==> src/rtl/uart_pkg.sv <==
// uart_pkg: shared definitions for the oversampling UART receiver (and a future
// transmitter): parity mode constants, receiver FSM state type, parity helper.
package uart_pkg;

  localparam int unsigned PARITY_NONE = 0;
  localparam int unsigned PARITY_EVEN = 1;
  localparam int unsigned PARITY_ODD  = 2;

  typedef enum logic [2:0] {
    ST_IDLE,
    ST_START,
    ST_DATA,
    ST_PARITY,
    ST_STOP,
    ST_DELIVER,
    ST_BREAK
  } rx_state_t;

  // Expected parity bit for up to 9 data bits (zero-extend narrower words).
  function automatic logic parity_bit(input logic [8:0] data, input int unsigned mode);
    return (^data) ^ (mode == PARITY_ODD);
  endfunction

endpackage

==> src/rtl/uart_rx_os_if.sv <==
// uart_rx_os_if: byte-stream output of the UART receiver.
//   data_out    received word, stable while data_valid=1
//   data_valid  holding register full
//   data_ready  consumer accepts (transfer on valid & ready)
//   frame_err   stop bit sampled 0 (qualified by data_valid)
//   parity_err  parity mismatch (qualified by data_valid)
//   overrun_err 1-clk pulse: frame dropped because holding register was full
// master = receiver side, slave = consumer side.
interface uart_rx_os_if #(
  parameter int unsigned DATA_BITS = 8
);
  logic [DATA_BITS-1:0] data_out;
  logic                 data_valid;
  logic                 data_ready;
  logic                 frame_err;
  logic                 parity_err;
  logic                 overrun_err;

  modport master (
    output data_out, data_valid, frame_err, parity_err, overrun_err,
    input  data_ready
  );

  modport slave (
    input  data_out, data_valid, frame_err, parity_err, overrun_err,
    output data_ready
  );
endinterface

==> src/rtl/uart_baud_tick.sv <==
// uart_baud_tick: free-running divider producing a one-clk sample tick every
// CLK_DIV clocks (CLK_DIV=1 gives a tick every clock).
//   clk   clock
//   rst   asynchronous active-low reset
//   tick  1 for one clk when the counter wraps
module uart_baud_tick #(
  parameter int unsigned CLK_DIV = 16
) (
  input  logic clk,
  input  logic rst,
  output logic tick
);
  localparam int unsigned CW = (CLK_DIV > 1) ? $clog2(CLK_DIV) : 1;

  logic [CW-1:0] cnt;

  assign tick = (cnt == CW'(CLK_DIV - 1));

  always_ff @(posedge clk or negedge rst) begin
    if (!rst)      cnt <= '0;
    else if (tick) cnt <= '0;
    else           cnt <= cnt + CW'(1);
  end
endmodule

==> src/rtl/uart_rx_os.sv <==
// uart_rx_os: oversampling UART receiver, LSB-first frames of start, DATA_BITS
// data, optional parity and STOP_BITS stop bits, with a valid/ready holding
// register and framing/parity/overrun flags.
//   clk     clock (rising edge)
//   rst     asynchronous active-low reset
//   bit_in  raw serial line, idle high, asynchronous to clk
//   rx      uart_rx_os_if.master: data_out/data_valid/data_ready and error flags
//   busy    1 whenever the FSM is not idle
// Build option: define UART_RX_MAJORITY_VOTE_EN to take each bit as the
// majority of three consecutive sample ticks instead of a single sample.
module uart_rx_os
  import uart_pkg::*;
#(
  parameter int unsigned CLK_DIV     = 16,
  parameter int unsigned OVERSAMPLE  = 16,
  parameter int unsigned DATA_BITS   = 8,
  parameter int unsigned PARITY_MODE = 0,
  parameter int unsigned STOP_BITS   = 1
) (
  input  logic          clk,
  input  logic          rst,
  input  logic          bit_in,
  uart_rx_os_if.master  rx,
  output logic          busy
);
  localparam int unsigned OS_W = $clog2(OVERSAMPLE);

  // The clock that detects the falling edge stands in for the first tick of the
  // start bit: the synchroniser already delays the line, and this keeps the
  // stop-bit decision early enough to catch a back-to-back start edge.
`ifdef UART_RX_MAJORITY_VOTE_EN
  localparam int unsigned START_TICKS = OVERSAMPLE / 2;
`else
  localparam int unsigned START_TICKS = OVERSAMPLE / 2 - 1;
`endif

  rx_state_t            state, state_nxt;
  logic                 sync1, sync2, line_prev;
  logic                 tick;
  logic [OS_W-1:0]      os_cnt;
  logic [3:0]           bit_cnt;
  logic [DATA_BITS-1:0] shreg;
  logic                 frame_err_int, parity_err_int;
  logic                 sample_now, sample_bit;
  logic                 accept, load;

  uart_baud_tick #(.CLK_DIV(CLK_DIV)) u_tick (
    .clk  (clk),
    .rst  (rst),
    .tick (tick)
  );

`ifdef UART_RX_MAJORITY_VOTE_EN
  // Samples from the two previous ticks; with the current one they form the
  // vote window, so every decision lands one tick after the nominal mid point.
  logic [1:0] hist;

  always_ff @(posedge clk or negedge rst) begin
    if (!rst)      hist <= '1;
    else if (tick) hist <= {hist[0], sync2};
  end

  assign sample_bit = (hist[1] & hist[0]) | (hist[1] & sync2) | (hist[0] & sync2);
`else
  assign sample_bit = sync2;
`endif

  assign busy           = (state != ST_IDLE);
  assign accept         = !rx.data_valid || rx.data_ready;
  assign load           = (state == ST_DELIVER) && accept;
  assign rx.overrun_err = (state == ST_DELIVER) && !accept;

  always_ff @(posedge clk or negedge rst) begin
    if (!rst) state <= ST_IDLE;
    else      state <= state_nxt;
  end

  always_comb begin
    state_nxt  = state;
    sample_now = 1'b0;
    unique case (state)
      ST_IDLE: begin
        if (line_prev && !sync2) state_nxt = ST_START;
      end
      ST_START: begin
        if (tick && os_cnt == OS_W'(START_TICKS - 1)) begin
          sample_now = 1'b1;
          state_nxt  = sample_bit ? ST_IDLE : ST_DATA;
        end
      end
      ST_DATA: begin
        if (tick && os_cnt == OS_W'(OVERSAMPLE - 1)) begin
          sample_now = 1'b1;
          if (bit_cnt == 4'(DATA_BITS - 1))
            state_nxt = (PARITY_MODE != PARITY_NONE) ? ST_PARITY : ST_STOP;
        end
      end
      ST_PARITY: begin
        if (tick && os_cnt == OS_W'(OVERSAMPLE - 1)) begin
          sample_now = 1'b1;
          state_nxt  = ST_STOP;
        end
      end
      ST_STOP: begin
        if (tick && os_cnt == OS_W'(OVERSAMPLE - 1)) begin
          sample_now = 1'b1;
          if (bit_cnt == 4'(STOP_BITS - 1)) state_nxt = ST_DELIVER;
        end
      end
      ST_DELIVER: begin
        state_nxt = sync2 ? ST_IDLE : ST_BREAK;
      end
      ST_BREAK: begin
        if (sync2) state_nxt = ST_IDLE;
      end
      default: state_nxt = ST_IDLE;
    endcase
  end

  // Synchroniser, tick/bit counters and frame assembly.
  always_ff @(posedge clk or negedge rst) begin
    if (!rst) begin
      sync1          <= 1'b1;
      sync2          <= 1'b1;
      line_prev      <= 1'b1;
      os_cnt         <= '0;
      bit_cnt        <= '0;
      shreg          <= '0;
      frame_err_int  <= 1'b0;
      parity_err_int <= 1'b0;
    end else begin
      sync1     <= bit_in;
      sync2     <= sync1;
      line_prev <= sync2;

      if (state == ST_IDLE) begin
        os_cnt         <= '0;
        bit_cnt        <= '0;
        frame_err_int  <= 1'b0;
        parity_err_int <= 1'b0;
      end else if (tick && state inside {ST_START, ST_DATA, ST_PARITY, ST_STOP}) begin
        os_cnt <= sample_now ? '0 : os_cnt + OS_W'(1);
      end

      if (sample_now) begin
        unique case (state)
          ST_DATA: begin
            shreg   <= {sample_bit, shreg[DATA_BITS-1:1]};
            bit_cnt <= (state_nxt == ST_DATA) ? bit_cnt + 4'd1 : 4'd0;
          end
          ST_PARITY: begin
            parity_err_int <= (parity_bit(9'(shreg), PARITY_MODE) != sample_bit);
          end
          ST_STOP: begin
            if (!sample_bit) frame_err_int <= 1'b1;
            bit_cnt <= bit_cnt + 4'd1;
          end
          default: bit_cnt <= '0;
        endcase
      end
    end
  end

  // Holding register: a reload in the same clk as a transfer keeps valid high.
  always_ff @(posedge clk or negedge rst) begin
    if (!rst) begin
      rx.data_out   <= '0;
      rx.data_valid <= 1'b0;
      rx.frame_err  <= 1'b0;
      rx.parity_err <= 1'b0;
    end else if (load) begin
      rx.data_out   <= shreg;
      rx.data_valid <= 1'b1;
      rx.frame_err  <= frame_err_int;
      rx.parity_err <= parity_err_int;
    end else if (rx.data_valid && rx.data_ready) begin
      rx.data_valid <= 1'b0;
    end
  end
endmodule
==> src/flat_wrapper.sv <==
// flat-port wrapper written by rule: the top's interface ports become plain ports
module uart_rx_os_flat import uart_pkg::*;
#(
  parameter int unsigned CLK_DIV     = 16,
  parameter int unsigned OVERSAMPLE  = 16,
  parameter int unsigned DATA_BITS   = 8,
  parameter int unsigned PARITY_MODE = 0,
  parameter int unsigned STOP_BITS   = 1
)
  (clk, rst, bit_in, busy, rx_data_out, rx_data_valid, rx_frame_err, rx_parity_err, rx_overrun_err, rx_data_ready);
  uart_rx_os_if #(.DATA_BITS(DATA_BITS)) rx_i ();
  input  logic clk;
  input  logic rst;
  input  logic bit_in;
  output logic busy;
  output wire logic [$bits(rx_i.data_out)-1:0] rx_data_out;
  output wire logic [$bits(rx_i.data_valid)-1:0] rx_data_valid;
  output wire logic [$bits(rx_i.frame_err)-1:0] rx_frame_err;
  output wire logic [$bits(rx_i.parity_err)-1:0] rx_parity_err;
  output wire logic [$bits(rx_i.overrun_err)-1:0] rx_overrun_err;
  input wire logic [$bits(rx_i.data_ready)-1:0] rx_data_ready;
  assign rx_data_out = rx_i.data_out;
  assign rx_data_valid = rx_i.data_valid;
  assign rx_frame_err = rx_i.frame_err;
  assign rx_parity_err = rx_i.parity_err;
  assign rx_overrun_err = rx_i.overrun_err;
  assign rx_i.data_ready = rx_data_ready;
  uart_rx_os #(.CLK_DIV(CLK_DIV), .OVERSAMPLE(OVERSAMPLE), .DATA_BITS(DATA_BITS), .PARITY_MODE(PARITY_MODE), .STOP_BITS(STOP_BITS)) u_core (.clk(clk), .rst(rst), .bit_in(bit_in), .rx(rx_i), .busy(busy));
endmodule
==> config.mk <==
export PLATFORM = sky130hd
export DESIGN_NAME = uart_rx_os_flat
export DESIGN_NICKNAME = d
export VERILOG_FILES = /design/src/rtl/uart_pkg.sv /design/src/rtl/uart_rx_os_if.sv /design/src/rtl/uart_baud_tick.sv /design/src/rtl/uart_rx_os.sv /design/src/flat_wrapper.sv
export SDC_FILE = /design/constraint.sdc
export NUM_CORES = 1
export LEC_CHECK = 0
export CORE_ASPECT_RATIO = 0.75
export CORE_MARGIN = 4
export CORE_UTILIZATION = 55
export DETAILED_ROUTE_END_ITERATION = 6
export PLACE_DENSITY = 0.85
export SLEW_MARGIN = 20
export SYNTH_ARGS = -nofsm -noshare
export SYNTH_HDL_FRONTEND = slang
export SYNTH_HIERARCHICAL = 1
export SYNTH_SLANG_ARGS = --single-unit
==> constraint.sdc <==
create_clock -name clk -period 2.95 [get_ports clk]
set_input_delay 0.295 -clock clk [delete_from_list [all_inputs] [get_ports clk]]
set_output_delay 0.295 -clock clk [all_outputs]
set_load 0.1 [all_outputs]
==> results by stage, run 1 <==
Critical path:
- The critical path goes through nor2b_2 > nand2_1 > nor2_1 > buf_4.
- Of all nets on the critical path, the largest fanout is 15.
- The worst setup path is captured at an output port.
- The worst register-to-register path ends at u_core/state[0]$_DFF_PN0_.
- Data arrives at the worst endpoint at around 1700 ps.
- The worst setup path is of the register to output port kind.
- On the critical path, the stage with the largest delay is an instance of sky130_fd_sc_hd__dfrtp_1.
- The family of cells with the greatest summed delay on the critical path is flip-flops.
- The worst register-to-register path begins at u_core/u_tick/cnt[0]$_DFF_PN0_.
- The worst register-to-register path has a setup slack of about 960 ps.
- The number of buffers and inverters on the critical path is 1.
- The delay of the slowest critical-path stage is ~600 ps.
- The startpoint class of the critical path is a register.
- At the worst endpoint, the required time is about 2700 ps.
- For the worst flop-to-flop path, the logic depth is 5.

Finish:
- The area added between synthesis and finish is 10.4%.
- The ratio of cells with drive above 1 in the final layout is approximately a quarter.
- At the end of the flow, the number of nets in the layout was 196.
- The commonest non-fill, non-tap cell in the layout is sky130_fd_sc_hd__dfrtp_1.
- The top cell types in the final layout, fill and taps aside, are sky130_fd_sc_hd__dfrtp_1, sky130_fd_sc_hd__mux2_2, sky130_fd_sc_hd__buf_4.
- The layout filler cell count is ~270.
- The repair_antennas step left the layout with diodes totalling 0.

Die:
- The horizontal die dimension is a little under 80 um.
- For this configuration, the core starts out at a cell density of 58.7%.
- In this run the vertical extent of the chip is between 50 and 60 um.
- The I/O pin total is 17.
- The area enclosed by the die boundary is between 0.004 and 0.005 mm^2.
- The number of rows created at floorplan is 18.
- The core region is 0.00336 mm^2.

Timing:
- Measured against its own limit, the worst slew margin works out to a little under half.
- Timing would allow up to around 490 MHz.
- In the finished design, the share of the clock period the worst path needs comes to between 60% and 70%.
- After layout, the minimum clock period comes to between 2000 and 2500 ps.
- Setup repair after global routing left no endpoint under its margin.
- At the pin with the least slew margin, the transition time is between 800 and 900 ps.
- The clock skew after layout is around 5.1 ps.
- The final count of pins violating max slew is 0.
- The final hold violation count came to 0.
- In the final timing run, aggregate negative setup slack is 0 ps.
- The final number of setup-violating endpoints is 0.

Global routing:
- The number of antenna violations at the first check in global routing is 0.
- The number of global-route vias before repair is 1318.
- The first global-routing pass estimated roughly 6.2 mm of wire.
- For this run the aggregate overflow at the end of global routing stands at 0.
- For this run, the total global-route usage over all layers was measured as 17.4%.
- Entering global routing, the biggest net connects 40 pins.

CTS:
- The maximum count of clock buffers along a single path is 2.
- The clock tree from TritonCTS is yes.
- The clock-pin slew on the worst setup and hold paths is 70 ps.
- The cell chosen for the clock root is sky130_fd_sc_hd__clkbuf_8.
- The number of clock sinks is 39.
- The post-cts gate resize count is 0.
- TritonCTS created 5 clock buffers.
- The count of hold-fix buffers inserted at cts is 0.
- For the worst-skew pair, the clock arrives at the later sink with an insertion delay of approximately 290 ps.
- The clock tree synthesis step divided the H-tree into 2 levels.
- The post-CTS setup buffer count is 0.

Synthesis:
- After Yosys synthesis, and, or, nand and nor cells account for 17.2% of the synthesized area.
- The total of flip-flops plus latches after synthesis is 39.
- For this run, the number of Yosys warnings is 6.
- The number of distinct library cells after synthesis is 53.
- After synthesis, the largest family of logic cells by area is simple AND/OR/NAND/NOR gates.
- The share of flip-flops with an asynchronous set or reset is 100%.
- After Yosys synthesis, XOR and XNOR cells account for 4.70% of the synthesized area.
- The count of flip-flops with a built-in enable after synthesis is 0.
- The part of the Yosys area used for sequential elements is between 40% and 50%.
- The total standard cell area after synthesis is 0.00197 mm^2.
- The portion of synthesized area spent on multiplexers is 10.3%.
- Averaged over all synthesized cells, the footprint is 11.5 um^2.
- The synthesized instance count is 171.
- The synthesized-area fraction occupied by ao, oa, aoi and oai cells is 10.6%.
- The adder-cell share of the synthesized area is around 3.2%.
- Synthesis produced a netlist with a net count of 180.
- Among all flip-flop cells after synthesis, the most frequent one is sky130_fd_sc_hd__dfrtp_1.

Routing:
- For this block, the initial DRC count from the detailed router was 81.
- The number of optimization iterations in the first detailed-route pass is 4.
- The post-detailed-route DRC marker count is 0.
- In the final routed layout, each cell accounts on average for 15.6 um.
- The routed via count divided by cell count is approximately 5.7.
- Summed over all layers, the routed wires come to approximately 3.6 mm.
- The final route contains 1308 vias.
- Once detail routing completed, the nets flagged for antenna violations numbered 0.

Placed design:
- After legalization and detailed placement, the total HPWL measured around 2.6 mm.
- Input and output buffers added on the ports amount to 16.
- The congestion estimate from routability-driven global placement came to about 0.97.

Power:
- Across the VDD grid, the largest voltage drop is between 0.3 and 0.4 mV.
- The analysis attributes to cell leakage a power of approximately 1.0 nW.
- The overall power is about 1.2 mW.
- The areal power density over the cells is approximately 560 mW/mm^2.

Hold path:
- In this run the worst hold path is classified as primary input to async pin.

Job:
- The max capacitance violation total is 0.

Run status:
- The flow ran to the end, and the final reports show no timing, DRC or antenna violations.
area by class of cell:
type,instances,area (um^2),share of cell area [%]
multi-input cells,116,906,41.7
inverters,9,33.8,1.55
repair buffers,16,123,5.64
clock buffers,7,76.3,3.51
well taps,40,50.0,2.30
clock inverters,1,5.00,0.230
flip-flops and latches,39,980,45.1
cell usage after synthesis, drive strengths merged, types with 2 or more instances:
cell | count | area, um^2
nand2 | 8 | 35.0
buf | 6 | 45.0
nand2b | 5 | 31.3
nand4b | 2 | 17.5
mux2 | 18 | 203
o21ai | 11 | 55.1
nor2b | 4 | 27.5
dfrtp | 36 | 901
inv | 9 | 33.8
dfstp | 3 | 78.8
nand3 | 7 | 47.6
and2 | 2 | 12.5
xnor2 | 4 | 35.0
nand4 | 2 | 27.5
nor2 | 9 | 41.3
or3 | 4 | 30.0
and3 | 2 | 13.8
o211ai | 2 | 15.0
nor3b | 2 | 15.0
a21oi | 7 | 38.8
xor2 | 4 | 35.0
ha | 5 | 62.6
worst max-delay path by stage:
stage,start,end,slack (ps),depth (start not counted)
after floorplan,u_core/rx.data_valid$_DFFE_PN0P_,rx_overrun_err,290,2
final,u_core/state[2]$_DFF_PN0_,rx_overrun_err,920,4
after global placement,rx_data_ready,u_core/rx.data_out[6]$_DFFE_PN0P_,1110,4
after detailed placement,u_core/u_tick/cnt[0]$_DFF_PN0_,u_core/shreg[3]$_DFFE_PN0P_,1010,5
after global routing,u_core/state[2]$_DFF_PN0_,rx_overrun_err,800,4
after CTS,u_core/state[2]$_DFF_PN0_,rx_overrun_err,910,4
registers in the layout (all words and copies together), names as in the netlist:
register               count
u_core/sync1               1
u_core/u_tick/cnt          4
u_core/rx.parity_err       1
u_core/sample_bit          1
u_core/rx.data_out         8
u_core/state               3
u_core/bit_cnt             4
u_core/rx.data_valid       1
u_core/parity_err_int      1
u_core/shreg               8
u_core/line_prev           1
u_core/os_cnt              4
u_core/frame_err_int       1
u_core/rx.frame_err        1
cells by family (layout without fill, tap and decap cells):
| logic type | after synthesis | after routing |
|---|---|---|
| compound gates | 32 | 32 |
| xor+xnor | 9 | 9 |
| fa+ha+maj | 5 | 5 |
| buf+inv | 16 | 33 |
| flops | 39 | 39 |
| mux | 18 | 18 |
| simple gates | 52 | 52 |
stage by stage:
stage          utilization [%]  cells  hold slack [ps]  instance area (um^2)  worst slack (ps)
2_1_floorplan                -    171           -0.591                  1970               291
6_report                  64.8    228             95.5                  2170               924
4_1_cts                   64.8    228              125                  2170               913
3_3_place_gp              62.3    220              346                  2090              1110
5_1_grt                   64.8    228              174                  2170               800
3_5_place_dp              62.3    220              352                  2090              1010
where the power goes:
part | switching [mW] | internal [mW]
logic | 0.168 | 0.0809
registers | 0.0645 | 0.568
clock network | 0.175 | 0.166
total | 0.407 | 0.815
layer usage:
metal  share of wire [%]  wire (um)  GRT usage (%)  vias to the layer above
met4                 2.5         89           9.14                        0
met5                   0          0              0                        -
met3                 4.7        168           4.07                        8
met2                  45       1580           27.9                       40
li1                    -          -              -                      640
met1                  48       1720           22.5                      620
Note: power is estimated with default switching activity, not from simulation.
==> run 2, diff against run 1 <==
- clock period: 2.95 -> 2.09 ns (I/O delays scaled with it)
==> run 2 against run 1 <==
  * Core utilization is 2.7 points higher
  * Via count rose by 5.6%
  * Count of clock-buffer cells in the layout decreased by 2
  * Setup slack worse by 780 ps
  * Clock skew down 0.74 ps
  * Critical endpoint is now u_core/shreg[7]$_DFFE_PN0P_
  * Largest cell class unchanged
  * Largest power group unchanged
  * Highest routed layer unchanged
==> results by stage, run 2 (synthesized netlist as in run 1, its figures left out) <==
Timing:
- The final count of pins violating max slew is 0.
- The smallest clock period supported by the final layout is computed as 1950 ps.
- The summed negative setup slack over all endpoints is 0 ps.
- Across the routed clock network, the largest skew measured is between 4 and 5 ps.
- Of the available clock period, the critical path in the final layout requires 93.1%.
- The actual slew at the worst max-slew pin is about 830 ps.
- In this run the tightest slew margin relative to its limit is between 40% and 50%.
- Timing would allow up to 514 MHz.
- Setup repair after global routing left no endpoint under its margin.
- Setup violations remaining at the end of the flow were counted as 0.
- The final hold violation count is 0.

Die:
- The floorplan step set the die height to 59.8 um.
- The area enclosed by the die boundary is about 0.0046 mm^2.
- From left edge to right edge, the die measures ~77 um.
- The initialized floorplan defines 18 standard-cell rows.
- 17 I/O pins were placed.
- The floorplan core area is between 0.003 and 0.004 mm^2.
- The initial utilization of the core area, before any placement, comes to 58.7%.

Critical path:
- The startpoint class of the critical path is a register.
- The critical path goes through ha_1 > and3_2 > and4_1 > nand3_4 > mux2_2.
- The path type of the worst setup path is register to register.
- For the worst setup path, the data required time is roughly 2300 ps.
- In this run the worst path has a maximum fanout of 9.
- The largest individual stage delay along the critical path comes from the cell sky130_fd_sc_hd__and4_1.
- The combined buffer and inverter count along the critical path is 0.
- The largest single stage delay on the critical path is around 460 ps.
- In this design, the largest share of critical-path delay is due to simple AND/OR/NAND/NOR gates.
- The worst setup path is captured at a register.
- STA puts the critical path data arrival time at approximately 2100 ps.

Global routing:
- The number of antenna violations at the first check in global routing came to 0.
- The total global routing overflow is 0.
- The global-route wire length before repair is between 6 and 7 mm.
- The number of global-route vias before repair is 1386.
- The all-layer global routing usage is a little under a fifth.
- Entering global routing, the biggest net connects 40 pins.

Power:
- In this run, the clock network consumes 32.8% of the power.
- The internal portion of the total power is 1.31 mW.
- Across the VDD grid, the largest voltage drop is 0.650 mV.
- Dividing total power by cell area gives a power density of about 850 mW/mm^2.
- For this design the total switching power over the nets is just over 0.6 mW.
- Per report_power, the sequential group accounts for between 40% and 50% of the total.
- The switching share of total power is between 30 and 40%.
- The logic gate share of total power is a little over a fifth.
- Summed over all cells, the static leakage comes to about 1.1 nW.

Routing:
- The wire length per cell after detailed routing is roughly 17 um.
- The routed layout has 1381 vias.
- The final layout contains routed wiring with a total length of ~3.9 mm.
- The first detailed-routing pass took 4 iterations.
- Once detail routing completed, the nets flagged for antenna violations numbered 0.
- In this run, the number of DRC markers left after iteration 0 of detailed routing was approximately 100.
- The post-detailed-route DRC marker count is 0.
- Dividing the detail-routed via count by the number of cells gives ~6.

Placed design:
- The count of input and output buffers is 16.
- The post-DP HPWL is 2.92 mm.
- The total placed instance area is roughly 0.0021 mm^2.
- The congestion estimate from routability-driven global placement came to roughly 0.87.

CTS:
- The tree is rooted in a sky130_fd_sc_hd__clkbuf_8.
- The clock latency reported for the late side of the worst-skew pair is between 200 and 300 ps.
- The count of hold-fix buffers inserted at cts is 0.
- The maximum count of clock buffers along a single path is 2.
- The clock net in this run drives a total of 39 sinks.
- The clock tree from TritonCTS is yes.
- The H-tree was split into 2 levels.
- Once the clock tree was built, the resizer swapped 0 gates to a different size.
- In this run the post-CTS setup repair buffer count came out at 0.
- The number of clock buffers added by TritonCTS is 5.
- The clock-pin slew on the worst setup and hold paths is around 80 ps.

Finish:
- The number of nets in the layout is roughly 200.
- The library cell used most frequently in the layout, excluding fill and tap cells, is sky130_fd_sc_hd__dfrtp_1.
- The final design instance area without fill is about 0.0023 mm^2.
- The number of antenna diodes in the final layout is 0.
- The largest registers in the layout are u_core/rx.data_out x8, u_core/shreg x8.
- The library cells used most frequently in the layout, excluding fill and tap cells, are sky130_fd_sc_hd__dfrtp_1, sky130_fd_sc_hd__mux2_2, sky130_fd_sc_hd__buf_4.
- In the final layout, the share of cells above drive strength 1 is 29.3%.
- The layout filler cell count is approximately 250.
- The area growth from synthesis to layout is 15.0%.

Job:
- Max-cap violations in this run came to 0.

Hold path:
- The class of the most critical hold timing path is primary input to async pin.

Run status:
- The flow ran to the end, and the final reports show no timing, DRC or antenna violations.
==> run 2: routing by layer <==
| layer | up-vias | routed length [um] | global-route usage, % |
|---|---|---|---|
| li1 | 650 | - | - |
| met1 | 680 | 1710 | 23.0 |
| met2 | 42 | 1910 | 31.3 |
| met3 | 9 | 221 | 7.08 |
| met4 | 0 | 74 | 7.11 |
| met5 | - | 0 | 0 |
==> run 2: final timing paths <==
kind / depth (start not counted) / to / slack, ps / start
min reg2reg: 0 / u_core/sample_bit$_DFF_PN1_ / 360 / u_core/sync1$_DFF_PN1_
max: 5 / u_core/shreg[7]$_DFFE_PN0P_ / 140 / u_core/u_tick/cnt[0]$_DFF_PN0_
min in group clk: 1 / u_core/sync1$_DFF_PN1_ / 320 / bit_in
max reg2reg: 5 / u_core/shreg[7]$_DFFE_PN0P_ / 140 / u_core/u_tick/cnt[0]$_DFF_PN0_
min: 1 / u_core/rx.data_out[4]$_DFFE_PN0P_ / 10 / rst
max in group asynchronous: 1 / u_core/os_cnt[3]$_DFFE_PN0P_ / 1560 / rst
==> run 2: per-stage QoR <==
step / setup WS [ps] / utilization, % / std cells / power (mW) / hold WS (ps)
floorplan: 129 / - / 171 / 1.17 / -86.6
global placement: 266 / 64.0 / 223 / 1.27 / 335
detailed placement: 180 / 64.0 / 223 / 1.31 / 350
CTS: 154 / 67.4 / 231 / 1.95 / 32.9
global route: 72.6 / 67.4 / 231 / 2.03 / 63.9
finish: 143 / 67.4 / 231 / 1.93 / 13.2
==> run 2: layout make-up <==
| cell class | instances | area (um^2) | area share [%] |
|---|---|---|---|
| clock buffers | 5 | 68.8 | 3.04 |
| multi-input cells | 116 | 913 | 40.4 |
| well taps | 40 | 50.0 | 2.21 |
| repair buffers | 19 | 170 | 7.52 |
| inverters | 9 | 33.8 | 1.49 |
| clock inverters | 3 | 47.5 | 2.10 |
| flip-flops and latches | 39 | 980 | 43.3 |
==> run 2: power by group through the flow <==
stage                     Combinational, mW  Sequential [mW]  Clock [mW]
after floorplan                       0.309            0.859           0
after global placement                0.379            0.887           0
after detailed placement              0.410            0.897           0
after CTS                             0.412            0.886       0.650
after global routing                  0.447            0.900       0.684
final                                 0.409            0.888       0.632
==> run 2: worst register-to-register path, stage by stage, from the launching register on <==
cell	delay, ps
sky130_fd_sc_hd__dfrtp_1	400
sky130_fd_sc_hd__ha_1	220
sky130_fd_sc_hd__and3_2	240
sky130_fd_sc_hd__and4_1	460
sky130_fd_sc_hd__nand3_4	200
sky130_fd_sc_hd__mux2_2	320
